File: config.mk
export PLATFORM = sky130hd
export DESIGN_NAME = uart_tx
export DESIGN_NICKNAME = d
export VERILOG_FILES = /design/src/rtl/uart_tx.sv
export SDC_FILE = /design/constraint.sdc
export NUM_CORES = 1
export LEC_CHECK = 0
export CORE_MARGIN = 3
export CORE_UTILIZATION = 55
export DETAILED_ROUTE_END_ITERATION = 16
export HOLD_SLACK_MARGIN = 0.06
export PLACE_DENSITY = 0.81
export SETUP_SLACK_MARGIN = 0.5
export SLEW_MARGIN = 25
export SYNTH_ARGS = -nofsm -noshare
export SYNTH_HDL_FRONTEND = slang
export SYNTH_SLANG_ARGS = --single-unit
File: constraint.sdc
create_clock -name clk -period 2.15 [get_ports clk]
set_input_delay 0.43 -clock clk [delete_from_list [all_inputs] [get_ports clk]]
set_output_delay 0.43 -clock clk [all_outputs]
set_load 0.03 [all_outputs]
File: src/rtl/uart_tx.sv
// uart_tx: 8N1 UART transmitter with valid/ready byte input and burst busy tracking.
// Define UART_TX_PARITY_EN to insert an even-parity bit between the data and stop bits.
`timescale 1ns/1ps
module uart_tx #(
  parameter     IS_SIM           = "TRUE",
  parameter     BAUD_RATE        = "115200",
  parameter int UART_DATA_WID    = 8,
  parameter int UART_TX_DATA_NUM = 82
) (
  input  logic                     clk,
  input  logic                     rst,
  input  logic [UART_DATA_WID-1:0] iv_tx_data,
  input  logic                     i_tx_data_vld,
  output logic                     o_tx_ready,
  output logic                     o_tx,
  output logic                     o_tx_done,
  output logic                     o_tx_busy
);

  localparam int BAUD_RATE_CNT_NUM = (IS_SIM == "TRUE") ? 10 :
                                     ((BAUD_RATE == "115200") ? 868 : 10416);
`ifdef UART_TX_PARITY_EN
  localparam int BIT_CNT_NUM = UART_DATA_WID + 3;
`else
  localparam int BIT_CNT_NUM = UART_DATA_WID + 2;
`endif
  localparam int BAUD_W = $clog2(BAUD_RATE_CNT_NUM);
  localparam int BIT_W  = $clog2(BIT_CNT_NUM);
  localparam int BYTE_W = (UART_TX_DATA_NUM > 1) ? $clog2(UART_TX_DATA_NUM) : 1;

  localparam logic [BAUD_W-1:0] BAUD_LAST     = BAUD_W'(BAUD_RATE_CNT_NUM - 1);
  localparam logic [BIT_W-1:0]  DATA_LAST_BIT = BIT_W'(UART_DATA_WID);
  localparam logic [BYTE_W-1:0] BYTE_LAST     = BYTE_W'(UART_TX_DATA_NUM - 1);

  typedef enum logic [2:0] {
    IDLE,
    START,
    DATA,
`ifdef UART_TX_PARITY_EN
    PARITY,
`endif
    STOP
  } state_t;

  state_t                   state_reg, state_next;
  logic [BAUD_W-1:0]        baud_cnt_reg, baud_cnt_next;
  logic [BIT_W-1:0]         bit_cnt_reg, bit_cnt_next;
  logic [BYTE_W-1:0]        byte_cnt_reg;
  logic [UART_DATA_WID-1:0] shift_reg, shift_next;
  logic                     tx_reg, tx_next;
  logic                     busy_reg;
  logic                     baud_tc;
  logic                     tx_accept;
  logic                     tx_done;
`ifdef UART_TX_PARITY_EN
  logic                     parity_reg;
`endif

  assign baud_tc = (baud_cnt_reg == BAUD_LAST);

  // bit_cnt indexes the frame slot: 0 = start, 1..UART_DATA_WID = data, then parity/stop
  always_comb begin
    state_next    = state_reg;
    baud_cnt_next = '0;
    bit_cnt_next  = bit_cnt_reg;
    shift_next    = shift_reg;
    tx_next       = 1'b1;
    tx_accept     = 1'b0;
    tx_done       = 1'b0;
    if (state_reg != IDLE) begin
      baud_cnt_next = baud_tc ? '0 : baud_cnt_reg + BAUD_W'(1);
      if (baud_tc) bit_cnt_next = bit_cnt_reg + BIT_W'(1);
    end
    case (state_reg)
      IDLE: begin
        if (i_tx_data_vld) begin
          tx_accept  = 1'b1;
          state_next = START;
          shift_next = iv_tx_data;
        end
      end
      START: if (baud_tc) state_next = DATA;
      DATA: begin
        if (baud_tc) begin
          shift_next = shift_reg >> 1;
`ifdef UART_TX_PARITY_EN
          if (bit_cnt_reg == DATA_LAST_BIT) state_next = PARITY;
`else
          if (bit_cnt_reg == DATA_LAST_BIT) state_next = STOP;
`endif
        end
      end
`ifdef UART_TX_PARITY_EN
      PARITY: if (baud_tc) state_next = STOP;
`endif
      STOP: begin
        if (baud_tc) begin
          state_next   = IDLE;
          bit_cnt_next = '0;
          tx_done      = 1'b1;
        end
      end
      default: state_next = IDLE;
    endcase
    // Line level follows the next state so o_tx can come straight from a flop
    case (state_next)
      START:   tx_next = 1'b0;
      DATA:    tx_next = shift_next[0];
`ifdef UART_TX_PARITY_EN
      PARITY:  tx_next = parity_reg;
`endif
      default: tx_next = 1'b1;
    endcase
  end

  always_ff @(posedge clk or negedge rst) begin
    if (!rst) begin
      state_reg    <= IDLE;
      baud_cnt_reg <= '0;
      bit_cnt_reg  <= '0;
      byte_cnt_reg <= '0;
      shift_reg    <= '0;
      tx_reg       <= 1'b1;
      busy_reg     <= 1'b0;
    end else begin
      state_reg    <= state_next;
      baud_cnt_reg <= baud_cnt_next;
      bit_cnt_reg  <= bit_cnt_next;
      shift_reg    <= shift_next;
      tx_reg       <= tx_next;
      if (tx_done)
        byte_cnt_reg <= (byte_cnt_reg == BYTE_LAST) ? '0 : byte_cnt_reg + BYTE_W'(1);
      // Burst end takes priority over a burst start
      if (tx_done && (byte_cnt_reg == BYTE_LAST))
        busy_reg <= 1'b0;
      else if (tx_accept && (byte_cnt_reg == '0))
        busy_reg <= 1'b1;
    end
  end

`ifdef UART_TX_PARITY_EN
  always_ff @(posedge clk or negedge rst) begin
    if (!rst)
      parity_reg <= 1'b0;
    else if (tx_accept)
      parity_reg <= ^iv_tx_data;
  end
`endif

  assign o_tx       = tx_reg;
  assign o_tx_ready = (state_reg == IDLE);
  assign o_tx_done  = tx_done;
  assign o_tx_busy  = busy_reg;

endmodule

==> results.toml <==
[status]
status = "complete, no violations"

[clock_network]
numCtsBuffers = 3
clock-sinks = 28
clk_pin_slew_ps = 160
holdBufCountCts = 0
h-tree-depth = 1
ctsLongestPathBuffers = 2
clock_latency_ps = 340
tritoncts = "built"
ctsRootBufferMaster = "clkbuf_4"

[grt]
track_usage_pct = 18.5
grt_max_degree = 29
grt_pass1_vias = 1165
antenna_found_initial = 0
globalRouteOverflowTotal = 0
grt_pass1_wl_um = 4870

[floorplanning]
io_pins = 15
die_y_um = 57.2
start_util_pct = 61.7
core_um2 = 2340
die_x_um = 57.2
core.rowCount = 17
fp.dieArea_um2 = 3280

[power]
ir_drop_mv = 0.675
powerDensity_nw_per_um2 = 670
power_leakage_nw = 0.905
p_total_mw = 1.28

[critical_path]
cp-end-kind = "output pin"
crit_type = "reg -> out"
reg2reg_slack_ps = 320
reg2regPathDepth = 9
cp.required_ps = 1720
r2r_end = "shift_reg[0]$_DFF_PN0_"
rr_startpoint = "baud_cnt_reg[1]$_DFF_PN0_"
critPathArrivalTime_ps = 1470
crit_fanout = 2
critPathLaunchType = "register"

[final_layout]
layout.nets = 193
drive_gt1_share_pct = 28.7
largest_reg_flops = 8
nFillCells = 117
antenna_cells = 0
area_growth_pct = 32.6

[logic_synthesis]
yosys.area.top_type = "dfrtp_1"
synthCells = 138
synth_area_leaders = "dfrtp_1 (47%), ha_1 (6.1%), xnor2_1 (4.2%)"
synth_cell_type_count = 41
seq_area_frac_synth_pct = 48.6
yosysWarnings = 0
synth_top_area_share_pct = 46.8
syn_area_per_cell_um2 = 10.5
synth_nets = 156
ys_ff_latch = 28
syn_area_um2 = 1440

[drt]
dr_total_vias = 1211
drt_iter0_markers = 70
wire_per_inst_um = 15.9
totalWireLength_um = 3220
viasPerCell = 6.00
dr.pass1.iters = 5
drc = 0
ant_nets = 0

[timing]
setup_total_negative_slack_ps = 0
min_period_over_period_pct = 88.5
rsz0062_at_grt = "true"
clock_skew_ps = 13.5
whs_ps = 438
max_freq_mhz = 526
final-max-slew-violation-count = 0
setup_violations = 0
hold_viol = 0
timing.final.crit_period_ps = 1900

[flow_run]
drv_cap = 0

[placed_design]
hpwl_um = 1940
port_buffers = 14
place_congestion = 0.843

[worst_hold_path]
hold_class = "in -> async"
worst max-delay path, cell delays in order, from the launching register on:
cell and delay, ps:
dfrtp_1 410, inv_2 70, ha_4 150, nand4b_4 130, nor3_4 210, buf_6 170
routing by layer:
metal,vias to the layer above,part of all wire (%),global-route usage [%]
met5,-,0,0
met4,0,1.3,6.95
met3,6,4.8,5.20
met2,40,51,32.6
met1,604,43,21.4
li1,561,-,-
final cells by class:
| cell class | count | area [um2] | share of cell area (%) |
|---|---|---|---|
| Clock buffer | 3 | 22.5 | 1.18 |
| Clock inverter | 1 | 30.0 | 1.57 |
| Inverter | 15 | 56.3 | 2.94 |
| Multi-Input combinational cell | 90 | 716 | 37.4 |
| Sequential cell | 28 | 702 | 36.7 |
| Tap cell | 28 | 35.0 | 1.83 |
| Timing Repair Buffer | 37 | 353 | 18.4 |
cells in the final DEF (no fill, tap or decap), drive strengths merged, types with 2 or more instances in the layout:
cell type,instances
nand3,6
o21ai,3
a31oi,5
inv,15
a311oi,2
a222oi,6
a21oi,5
ha,7
nand2,6
nor3,6
buf,25
clkbuf,3
xnor2,7
dfrtp,27
clkdlybuf4s50,10
or3,2
nor2,13
and3,3
where the power goes:
group / internal [mW] / switching [mW]
clock: 0.189 / 0.163
sequential: 0.593 / 0.0511
combinational: 0.149 / 0.139
worst max-delay path by stage:
stage / to / startpoint / depth (start not counted)
floorplan: o_tx_done / baud_cnt_reg[1]$_DFF_PN0_ / 5
global placement: o_tx_ready / state_reg[2]$_DFF_PN0_ / 3
detailed placement: o_tx_ready / state_reg[2]$_DFF_PN0_ / 3
CTS: o_tx_done / baud_cnt_reg[1]$_DFF_PN0_ / 5
global route: o_tx_done / baud_cnt_reg[1]$_DFF_PN0_ / 5
finish: o_tx_done / baud_cnt_reg[1]$_DFF_PN0_ / 5
cells in the mapped netlist (all sizes together):
library cell and instances:
nor3 6, xor2 1, a21bo 1, a22o 1, a211o 1, a31oi 5
o2bb2ai 1, a21boi 1, and3b 1, nand4 1, nor4 1, inv 15
nand3b 1, a21oi 5, nand2 6, buf 5, dfstp 1, or3 2
nand4b 1, o21ai 3, xnor2 7, nor2b 1, or3b 1, a222oi 6
and3 3, nand3 6, conb 1, ha 7, nor2 13, dfrtp 27
nor3b 1, a22oi 1, nand2b 1, o21bai 1, a311oi 2, mux2i 1
logic make-up (layout without fill, tap and decap cells):
logic type / Yosys count / count (layout) / synth area share (%)
adder cells (fa/ha/maj): 7 / 7 / 6.07
XOR/XNOR: 8 / 8 / 4.85
multiplexers: 1 / 1 / 0.693
buffers and inverters: 20 / 56 / 6.24
flip-flops: 28 / 28 / 48.6
other: 1 / 1 / 0.260
AO/OA/AOI/OAI: 28 / 28 / 14.4
AND/OR/NAND/NOR: 45 / 45 / 18.9
metrics by stage:
step	cell area [um2]	cells	utilization, %	setup WS [ps]
3_3_place_gp	1640	182	69.9	223
5_1_grt	1910	202	81.8	175
4_1_cts	1760	192	75.4	198
3_5_place_dp	1640	182	69.9	188
2_1_floorplan	1450	138	-	519
6_report	1910	202	81.8	248
timing repair:
item,in CTS,in global routing
endpoints found under the setup margin,12,19
hold endpoints to repair,0,0
pin swaps,7,15
resized for setup,18,26
buffers inserted,6,10
Note: power is estimated with default switching activity, not from simulation.
